## config.mk

```make
export PLATFORM = sky130hd
export DESIGN_NAME = sd_sector_arbiter
export DESIGN_NICKNAME = d
export VERILOG_FILES = /design/src/rtl/sd_pkg.sv /design/src/rtl/sd_sector_arbiter_rr_arbiter2.sv /design/src/rtl/sd_sector_arbiter.sv
export SDC_FILE = /design/constraint.sdc
export NUM_CORES = 1
export LEC_CHECK = 0
export ABC_CLOCK_PERIOD_IN_PS = 2500
export CAP_MARGIN = 25
export CORE_MARGIN = 1
export CORE_UTILIZATION = 35
export CTS_CLUSTER_DIAMETER = 40
export DETAILED_ROUTE_END_ITERATION = 6
export PLACE_DENSITY_LB_ADDON = 0.2
export SLEW_MARGIN = 15
export SYNTH_ARGS = -nofsm -noshare
export SYNTH_HDL_FRONTEND = slang
export SYNTH_HIERARCHICAL = 1
export SYNTH_SLANG_ARGS = --single-unit
```

## constraint.sdc

```tcl
create_clock -name clk -period 2.5 [get_ports clk]
set_input_delay 0.625 -clock clk [delete_from_list [all_inputs] [get_ports clk]]
set_output_delay 0.625 -clock clk [all_outputs]
set_load 0.005 [all_outputs]
```

## src/rtl/sd_pkg.sv

```systemverilog
// -----------------------------------------------------------------------------
// sd_pkg
// Shared definitions for the SD sector arbiter:
//   - SECTOR_AW        : sector address width (26 bits)
//   - OP_READ/OP_WRITE : SD controller op codes
//   - sd_state_t       : arbiter FSM state encoding
//   - select_byte()    : one-hot byte selector used for the outgoing write path
// -----------------------------------------------------------------------------
package sd_pkg;

  localparam int SECTOR_AW = 26;

  localparam logic OP_READ  = 1'b0;
  localparam logic OP_WRITE = 1'b1;

  typedef enum logic [2:0] {
    ST_IDLE       = 3'd0,
    ST_WAIT_READY = 3'd1,
    ST_ISSUE      = 3'd2,
    ST_ACTIVE     = 3'd3,
    ST_RELEASE    = 3'd4
  } sd_state_t;

  // Picks the byte of the requester named by a one-hot grant; zero when no grant.
  function automatic logic [7:0] select_byte(input logic [1:0] sel,
                                             input logic [7:0] b0,
                                             input logic [7:0] b1);
    logic [7:0] r;
    case (sel)
      2'b01:   r = b0;
      2'b10:   r = b1;
      default: r = 8'h00;
    endcase
    return r;
  endfunction

endpackage

```

## src/rtl/sd_sector_arbiter_rr_arbiter2.sv

```systemverilog
// -----------------------------------------------------------------------------
// rr_arbiter2
// Two-way round-robin picker. The winner is combinational from req and the
// priority pointer; the pointer moves past the winner when load is asserted.
// After reset requester 0 has priority.
// Ports:
//   clk, rst_n : clock, asynchronous active-low reset
//   req  [1:0] : request vector
//   load       : accept the current winner (advance pointer)
//   winner[1:0]: one-hot winner, 0 when no request
// -----------------------------------------------------------------------------
module rr_arbiter2 (
  input  logic       clk,
  input  logic       rst_n,
  input  logic [1:0] req,
  input  logic       load,
  output logic [1:0] winner
);

  // Index of the requester that wins a tie next time.
  logic prio_r;

  // Winner selection: a lone requester always wins, a tie goes to prio_r.
  always_comb begin
    winner = 2'b00;
    case (req)
      2'b01:   winner = 2'b01;
      2'b10:   winner = 2'b10;
      2'b11:   winner = prio_r ? 2'b10 : 2'b01;
      default: winner = 2'b00;
    endcase
  end

  // Priority pointer: the winner drops to lowest priority once accepted.
  always_ff @(posedge clk or negedge rst_n) begin
    if (!rst_n) begin
      prio_r <= 1'b0;
    end else if (load && (winner != 2'b00)) begin
      prio_r <= winner[0];
    end else begin
      prio_r <= prio_r;
    end
  end

endmodule

```

## src/rtl/sd_sector_arbiter.sv

```systemverilog
// -----------------------------------------------------------------------------
// sd_sector_arbiter
// Shares one SD controller between two sector-level requesters. A request is
// granted round-robin, the op/sector are latched at grant, the controller is
// started once the card is ready, byte completions are strobed back to the
// owner and a one-cycle done closes the transaction.
//
// Build option: define SD_ARB_TIMEOUT_EN to enable an abort counter that forces
// completion TIMEOUT_CYCLES cycles after sd_execute and sets sticky
// timeout_err. Without it ACTIVE waits indefinitely and timeout_err is 0.
//
// Ports:
//   clk, rst_n                         : clock, asynchronous active-low reset
//   req[1:0], req_op[1:0]              : per-requester request level / op code
//   req_sector0/1[25:0]                : per-requester sector address
//   wr_byte0/1[7:0]                    : per-requester outgoing write byte
//   grant[1:0]                         : one-hot owner, 0 when idle
//   byte_stb[1:0], done[1:0]           : one-cycle byte / sector pulses to owner
//   rd_byte[7:0]                       : last byte read from the card
//   sd_op_code, sd_execute             : controller op and start pulse
//   sd_sector_address[25:0]            : latched sector address
//   sd_outgoing_byte[7:0]              : owner's write byte (combinational)
//   sd_incoming_byte, sd_finished_byte,
//   sd_finished_sector, sd_busy        : controller status inputs
//   timeout_err                        : sticky abort flag
// -----------------------------------------------------------------------------
module sd_sector_arbiter
  import sd_pkg::*;
#(
  parameter int TIMEOUT_CYCLES = 1048576
) (
  input  logic                 clk,
  input  logic                 rst_n,
  input  logic [1:0]           req,
  input  logic [1:0]           req_op,
  input  logic [SECTOR_AW-1:0] req_sector0,
  input  logic [SECTOR_AW-1:0] req_sector1,
  input  logic [7:0]           wr_byte0,
  input  logic [7:0]           wr_byte1,
  output logic [1:0]           grant,
  output logic [1:0]           byte_stb,
  output logic [7:0]           rd_byte,
  output logic [1:0]           done,
  output logic                 sd_op_code,
  output logic                 sd_execute,
  output logic [SECTOR_AW-1:0] sd_sector_address,
  output logic [7:0]           sd_outgoing_byte,
  input  logic [7:0]           sd_incoming_byte,
  input  logic                 sd_finished_byte,
  input  logic                 sd_finished_sector,
  input  logic                 sd_busy,
  output logic                 timeout_err
);

  // The counter starts at 1 in the first ACTIVE cycle, so it needs at least 2.
  if (TIMEOUT_CYCLES < 2) begin : g_bad_timeout
    $error("TIMEOUT_CYCLES must be at least 2");
  end

  sd_state_t state_r;
  sd_state_t next_state_s;

  logic       fin_byte_d_r;
  logic       fin_sector_d_r;
  logic       byte_rise_s;
  logic       sector_rise_s;
  logic [1:0] winner_s;
  logic       pick_s;
  logic       timeout_hit_s;
  logic [1:0] grant_nxt_s;
  logic [1:0] done_nxt_s;
  logic [1:0] byte_stb_nxt_s;
  logic       execute_nxt_s;

  rr_arbiter2 u_rr (
    .clk    (clk),
    .rst_n  (rst_n),
    .req    (req),
    .load   (pick_s),
    .winner (winner_s)
  );

  // Arbitration only happens from IDLE, so RELEASE can never re-grant.
  assign pick_s        = (state_r == ST_IDLE) && (req != 2'b00);
  assign byte_rise_s   = sd_finished_byte & ~fin_byte_d_r;
  assign sector_rise_s = sd_finished_sector & ~fin_sector_d_r;

  // Delayed copies of the controller completion levels for edge detection.
  always_ff @(posedge clk or negedge rst_n) begin
    if (!rst_n) begin
      fin_byte_d_r   <= 1'b0;
      fin_sector_d_r <= 1'b0;
    end else begin
      fin_byte_d_r   <= sd_finished_byte;
      fin_sector_d_r <= sd_finished_sector;
    end
  end

`ifdef SD_ARB_TIMEOUT_EN
  localparam int TCW = $clog2(TIMEOUT_CYCLES) + 1;

  logic [TCW-1:0] tcnt_r;
  logic           terr_r;

  // Abort counter: cycles elapsed since the ISSUE cycle (ISSUE itself is 0).
  always_ff @(posedge clk or negedge rst_n) begin
    if (!rst_n) begin
      tcnt_r <= '0;
    end else if (state_r == ST_ISSUE) begin
      tcnt_r <= TCW'(1);
    end else if (state_r == ST_ACTIVE) begin
      tcnt_r <= tcnt_r + TCW'(1);
    end else begin
      tcnt_r <= tcnt_r;
    end
  end

  assign timeout_hit_s = (state_r == ST_ACTIVE) && (tcnt_r == TCW'(TIMEOUT_CYCLES - 1));

  // Sticky error: a sector that finishes on the deadline cycle is not an abort.
  always_ff @(posedge clk or negedge rst_n) begin
    if (!rst_n) begin
      terr_r <= 1'b0;
    end else if (timeout_hit_s && !sector_rise_s) begin
      terr_r <= 1'b1;
    end else begin
      terr_r <= terr_r;
    end
  end

  assign timeout_err = terr_r;
`else
  assign timeout_hit_s = 1'b0;
  assign timeout_err   = 1'b0;
`endif

  // FSM state register.
  always_ff @(posedge clk or negedge rst_n) begin
    if (!rst_n) begin
      state_r <= ST_IDLE;
    end else begin
      state_r <= next_state_s;
    end
  end

  // FSM next-state logic.
  always_comb begin
    next_state_s = state_r;
    case (state_r)
      ST_IDLE: begin
        if (pick_s) next_state_s = ST_WAIT_READY;
        else        next_state_s = ST_IDLE;
      end
      ST_WAIT_READY: begin
        if (!sd_busy) next_state_s = ST_ISSUE;
        else          next_state_s = ST_WAIT_READY;
      end
      ST_ISSUE: next_state_s = ST_ACTIVE;
      ST_ACTIVE: begin
        if (sector_rise_s || timeout_hit_s) next_state_s = ST_RELEASE;
        else                                next_state_s = ST_ACTIVE;
      end
      ST_RELEASE: next_state_s = ST_IDLE;
      default:    next_state_s = ST_IDLE;
    endcase
  end

  // FSM output logic: next values of the registered handshake outputs.
  always_comb begin
    grant_nxt_s    = grant;
    done_nxt_s     = 2'b00;
    byte_stb_nxt_s = 2'b00;
    execute_nxt_s  = 1'b0;
    case (state_r)
      ST_IDLE: begin
        if (pick_s) grant_nxt_s = winner_s;
        else        grant_nxt_s = 2'b00;
      end
      ST_RELEASE: grant_nxt_s = 2'b00;
      default:    grant_nxt_s = grant;
    endcase
    if (next_state_s == ST_ISSUE) execute_nxt_s = 1'b1;
    else                          execute_nxt_s = 1'b0;
    // A byte edge coincident with the sector edge still strobes.
    if ((state_r == ST_ACTIVE) && byte_rise_s) byte_stb_nxt_s = grant;
    else                                       byte_stb_nxt_s = 2'b00;
    if ((state_r == ST_ACTIVE) && (next_state_s == ST_RELEASE)) done_nxt_s = grant;
    else                                                         done_nxt_s = 2'b00;
  end

  // Registered handshake outputs; reset drops grant without a done pulse.
  always_ff @(posedge clk or negedge rst_n) begin
    if (!rst_n) begin
      grant      <= 2'b00;
      done       <= 2'b00;
      byte_stb   <= 2'b00;
      sd_execute <= 1'b0;
    end else begin
      grant      <= grant_nxt_s;
      done       <= done_nxt_s;
      byte_stb   <= byte_stb_nxt_s;
      sd_execute <= execute_nxt_s;
    end
  end

  // Op and sector are captured from the winner at grant and held afterwards.
  always_ff @(posedge clk or negedge rst_n) begin
    if (!rst_n) begin
      sd_op_code        <= OP_READ;
      sd_sector_address <= '0;
    end else if (pick_s) begin
      sd_op_code        <= winner_s[1] ? req_op[1] : req_op[0];
      sd_sector_address <= winner_s[1] ? req_sector1 : req_sector0;
    end else begin
      sd_op_code        <= sd_op_code;
      sd_sector_address <= sd_sector_address;
    end
  end

  // Read data capture, aligned with the byte strobe.
  always_ff @(posedge clk or negedge rst_n) begin
    if (!rst_n) begin
      rd_byte <= 8'h00;
    end else if ((state_r == ST_ACTIVE) && byte_rise_s) begin
      rd_byte <= sd_incoming_byte;
    end else begin
      rd_byte <= rd_byte;
    end
  end

  // Outgoing write byte follows the current owner with no register stage.
  always_comb begin
    sd_outgoing_byte = select_byte(grant, wr_byte0, wr_byte1);
  end

endmodule

```

* Yosys cells after proc, flatten, opt, wreduce, memory -nomap -nowiden
Cells that the tools add are included.
** Storage, ports and cells
- Register bits :: 48
- Latch bits :: 0
- RAM bits :: 0
- Bits in read-only memories :: 0
- Input bits :: 85
- Output and inout bits :: 51
- Word-level logic and storage cells :: 48
- Memories :: 0
** Cells by class
- $add $sub $neg :: 0
- Multipliers :: 0
- Div/mod/pow operators :: 0
- $lt $le $gt $ge :: 0
- Equality and inequality tests :: 11
- Shift operators :: 0
- Muxes and demuxes :: 14
- Bitwise operators :: 4
- Reduce and logical (&&, ||, !) cells :: 8
** Operators by type and width (count)
- 26-bit 2-to-1 mux :: 1
- 8-bit one-hot mux with 2 select lines :: 1
- 3-bit one-hot mux with 4 select lines :: 1
- 2-bit 2-to-1 mux :: 5
- 3-bit by 2-bit == test with 1-bit output, second input constant :: 3
- 2-bit == test, second input constant :: 3
- 3-bit == test, second input constant :: 2
- 2-bit one-hot mux with 3 select lines :: 1
- 2-bit nonzero test :: 3
- 2-bit by 1-bit == test with 1-bit output, second input constant :: 2
- 1-bit logical AND :: 4
- 2-bit one-hot mux with 2 select lines :: 1
- 3-bit by 1-bit == test with 1-bit output, second input constant :: 1
- 3-bit zero test :: 1
- 1-bit 2-to-1 mux :: 3
- 3-bit 2-to-1 mux :: 1
- 1-bit bitwise AND :: 2
- 1-bit inverter :: 2

* Depth between registers and ports, before layout
- Word-level depth :: 7
- Depth in mapped cells :: 6
- Gate-level depth less buffers :: 4

* Hierarchy
Netlist, hierarchy kept.
** Modules (own cells, without submodules)
- sd_sector_arbiter :: times used 1, cells an instance 162, area each 2197.1 um^2, sequential area each 1176.1 um^2
- rr_arbiter2 :: times used 1, cells an instance 6, area each 55.1 um^2, sequential area each 25.0 um^2

* Worst setup path before layout
OpenSTA, ideal clock, no wires.
- Path type :: input to register
- Start :: input port req[1]
- End :: register sd_sector_address[10]
- Setup time :: 0.125 ns
- Data arrival time :: 1.918 ns
- Required time :: 2.375 ns
- Path slack :: 0.457 ns
- Cell stages on the path :: 5
- Buffers on the path :: 2
- Path through :: a21boi_1 > buf_2 > buf_1 > mux2_2 > mux2_2
** On the way
- Longest elaborated chain between the ends :: 3
- Elaborated cells between the ends (all ways) :: 7
- Classes of those cells :: eq/ne: 3; mux: 2; reduce/logical: 2
** RTL lines
- from (decl) :: line sd_sector_arbiter.sv:34 : input logic [1:0] req,
- 2-bit == test / 2-bit by 1-bit == test with 1-bit output (equally long branches) :: line sd_sector_arbiter_rr_arbiter2.sv:26 : case (req)
- 2-bit one-hot mux with 3 select lines :: line sd_sector_arbiter_rr_arbiter2.sv:26
- 26-bit 2-to-1 mux :: line sd_sector_arbiter.sv:213 : sd_sector_address <= winner_s[1] ? req_sector1 : req_sector0;
- to (signal assigned) :: line sd_sector_arbiter.sv:213
- to (signal assigned) :: line sd_sector_arbiter.sv:216 : sd_sector_address <= sd_sector_address;
- to (decl) :: line sd_sector_arbiter.sv:46 : output logic [SECTOR_AW-1:0] sd_sector_address,
Several ways; a longest one is shown, not always the timed one.
A chain may end at the register's enable or synchronous reset.

* Worst setup path in the final report
- Start :: input port wr_byte1[2]
- End :: output port sd_outgoing_byte[2]
** On the way
- Longest elaborated chain between the ends :: 1
** RTL lines
- from (decl) :: line sd_sector_arbiter.sv:39 : input logic [7:0] wr_byte1,
- 8-bit one-hot mux with 2 select lines :: line sd_pkg.sv:29 : case (sel)
- to (decl) :: line sd_sector_arbiter.sv:47 : output logic [7:0] sd_outgoing_byte,
Every way passes these cells.

==> metrics.csv <==
metric,value,unit
ir_worst_vdd,0.000496,V
grt_setup_unrepaired,no,
timing.final.crit_share,0.974,
postLayoutCoreUtil,0.637,
cts.path.max_buffers,2,
synth_top_area_frac,0.533,
grt_usage,0.166,
syn_inst,168,
cts_made_buffers,5,
totalWireLength,5460,microns
fin_hold_ws,0.426,ns
critPathSlowestCell,clkdlybuf4s50_1,
clk_pin_slew_worst_paths,0.09,ns
io_pins,136,
clock-skew-final,0.00957,ns
drc,0,
pwr-share-comb,0.471,
sw_frac_of_total,0.272,
drt_iter0_drc,35,
p_leak,1.54,nW
synth.area.top_cells,"dfrtp_1 (53%), mux2_2 (30%), a22oi_1 (3.0%)",
p_per_area,965,mW/mm^2
yosys_warnings,6,
clk_latency,0.30,ns
initial_core_util,0.372,
synth_cell_types,26,
clockRootBuffer,clkbuf_8,
clock_sinks,48,
vias,1815,
via_per_inst,4.78,
cts_tree,yes,
crit_type,in -> out,
grt_max_degree,49,
die_area,0.00676,sq mm
period_needed,2.43,ns
crit_top_cell,clkdlybuf4s50_1,
core,0.00606,sq mm
wl_per_cell,14.4,microns
dpl.hpwl,4140,microns
fp.dieH,82.2,microns
worstSetupStartpointType,input pin,
dr.pass1.iters,4,
critPathCaptureType,output port,
netlist_area,0.00225,sq mm
portBuffers,134,
htreeDepth,2,
slew-limit-headroom,0.602,
cp.arrival,1.81,ns
n_antenna_cell,0,
antenna_found_initial,0,
max_freq,411,MHz
drive_above_1_share,0.269,
cap_viol_max_count,0,
dp.cells,373,
status,completed,
syn_nets,255,
finalSetupViolCount,0,
path_delay_family,buffers and inverters,
p_int,0.00271,W
nNetsFinal,392,
rows,28,
critPathBufInv,2,
grt_pass1_vias,1841,
clkPwrFrac,0.172,
setup_tns,0,ns
ys_ff_latch,48,
die_w,82.2,microns
seq_area_frac_synth,0.533,
critPathRequiredTime,1.88,ns
grt_overflow,0,
cts_setup_buffers,0,
crit_chain,"clkdlybuf4s50_1, a22oi_1, nor2_1, clkdlybuf4s50_1",
path_max_fanout,1,
r2r_slack,0.82,ns
gp_congestion,0.727,
grt_pass1_wl,8490,microns
ant_nets,0,
hold_path.class,in -> async,
worstMarginPinSlew,0.597,ns
syn2layout_area_growth,71.4,%
yosys.area.top_type,dfrtp_1,
final-max-slew-violation-count,0,
pwr-share-seq,0.357,
critical_path.max_stage_delay,0.53,ns
final_cells,380,
fillers,512,
avgSynthCellArea,13.4,sq um
final_hold_viol_count,0,
p_sw,0.00101,W
## worst reg2reg max path, stage by stage (launching register included)
cell and delay [ns]:
dfrtp_1 0.43, nand3b_1 0.26, nor3b_4 0.49, mux2_2 0.39
## cell usage in the layout, fill, tap and decap left out, types with 2 or more instances in the layout
master	instances
bufinv_16	2
and2_1	4
dfrtp_2	2
o2bb2ai_1	2
ha_4	2
inv_1	3
buf_4	5
a22oi_1	9
clkbuf_8	5
nand3b_1	2
dfrtp_1	46
nor2_1	13
mux2_1	2
mux2_2	60
clkdlybuf4s50_1	133
## flip-flops by register name, summed over array words and instances, names as in the netlist
register and flops:
byte_stb 2, state_r 3, sd_execute 1, rd_byte 8, u_rr/prio_r 1, grant 2, fin_sector_d_r 1, sd_sector_address 26
done 2, sd_op_code 1, fin_byte_d_r 1
## metal layers
metal / global-route usage / part of all wire / routed length, microns
met1: 0.202 / 0.41 / 2260
met2: 0.284 / 0.52 / 2850
met3: 0.0462 / 0.055 / 300
met4: 0.0474 / 0.0086 / 47
met5: 0 / 0 / 0
## timing repair
item                       4_1_cts  5_1_grt
hold buffers                     0        0
resized for setup                2        5
pin swaps                        0        0
setup endpoints to repair        8        8
## worst paths after layout
kind                                                   from                               end  depth (start not counted)
hold / removal                                        rst_n  sd_sector_address[1]$_DFFE_PN0P_                          2
setup / recovery                                wr_byte1[2]               sd_outgoing_byte[2]                          4
hold reg to reg            sd_sector_address[4]$_DFFE_PN0P_  sd_sector_address[4]$_DFFE_PN0P_                          1
min in group clk           sd_sector_address[4]$_DFFE_PN0P_  sd_sector_address[4]$_DFFE_PN0P_                          1
setup reg to reg                       state_r[2]$_DFF_PN0_            rd_byte[4]$_DFFE_PN0P_                          3
max in group asynchronous                             rst_n              grant[0]$_DFFE_PN0P_                          2
## Yosys cell counts
| library cell | count |
|---|---|
| nor3b_1 | 1 |
| nand3b_1 | 2 |
| a211oi_1 | 1 |
| a31oi_1 | 1 |
| buf_1 | 3 |
| nor4_1 | 1 |
| and2_1 | 4 |
| o2bb2ai_1 | 2 |
| ha_1 | 2 |
| a22oi_1 | 9 |
| nand2b_1 | 1 |
| a21oi_1 | 1 |
| nor3b_4 | 1 |
| mux2_1 | 2 |
| a21boi_0 | 1 |
| buf_2 | 4 |
| o31ai_1 | 1 |
| buf_4 | 1 |
| mux2_2 | 60 |
| nor4b_1 | 1 |
| dfrtp_1 | 48 |
| nor2_1 | 13 |
| clkbuf_1 | 2 |
| inv_1 | 4 |
| a21boi_1 | 1 |
| conb_1 | 1 |
## power by group through the flow
stage / sequential [W] / clock [W] / combinational (W)
detailed placement: 0.00134 / 0 / 0.00174
global route: 0.00138 / 0.000686 / 0.00189
global placement: 0.00132 / 0 / 0.00172
CTS: 0.00133 / 0.000667 / 0.00176
finish: 0.00133 / 0.000641 / 0.00175
floorplan: 0.00134 / 0 / 0.000703
## stage by stage
stage                     area [sq um]  total power (W)  worst slack, ns
after floorplan                   2250          0.00205            0.457
after global placement            3700          0.00304           0.0980
after detailed placement          3700          0.00307           0.0741
after CTS                         3840          0.00375           0.0204
after global routing              3860          0.00396          0.00508
final                             3860          0.00372           0.0653
## layout make-up
cell class | instances | area [sq um] | share of cell area
Multi-Input combinational cell | 106 | 1020 | 0.265
Inverter | 4 | 15.0 | 0.00389
Tap cell | 75 | 93.8 | 0.0243
Clock inverter | 2 | 60.1 | 0.0156
Sequential cell | 48 | 1200 | 0.312
Timing Repair Buffer | 140 | 1390 | 0.361
Clock buffer | 5 | 68.8 | 0.0178
## kinds of logic after synthesis
kind of cell / Yosys count / synth area share
compound gates: 17 / 0.0561
simple gates: 24 / 0.0606
fa+ha+maj: 2 / 0.0111
buf+inv: 14 / 0.0272
mux: 62 / 0.310
flops: 48 / 0.533
other cells: 1 / 0.00167
Power figures use the tool's default switching activity.
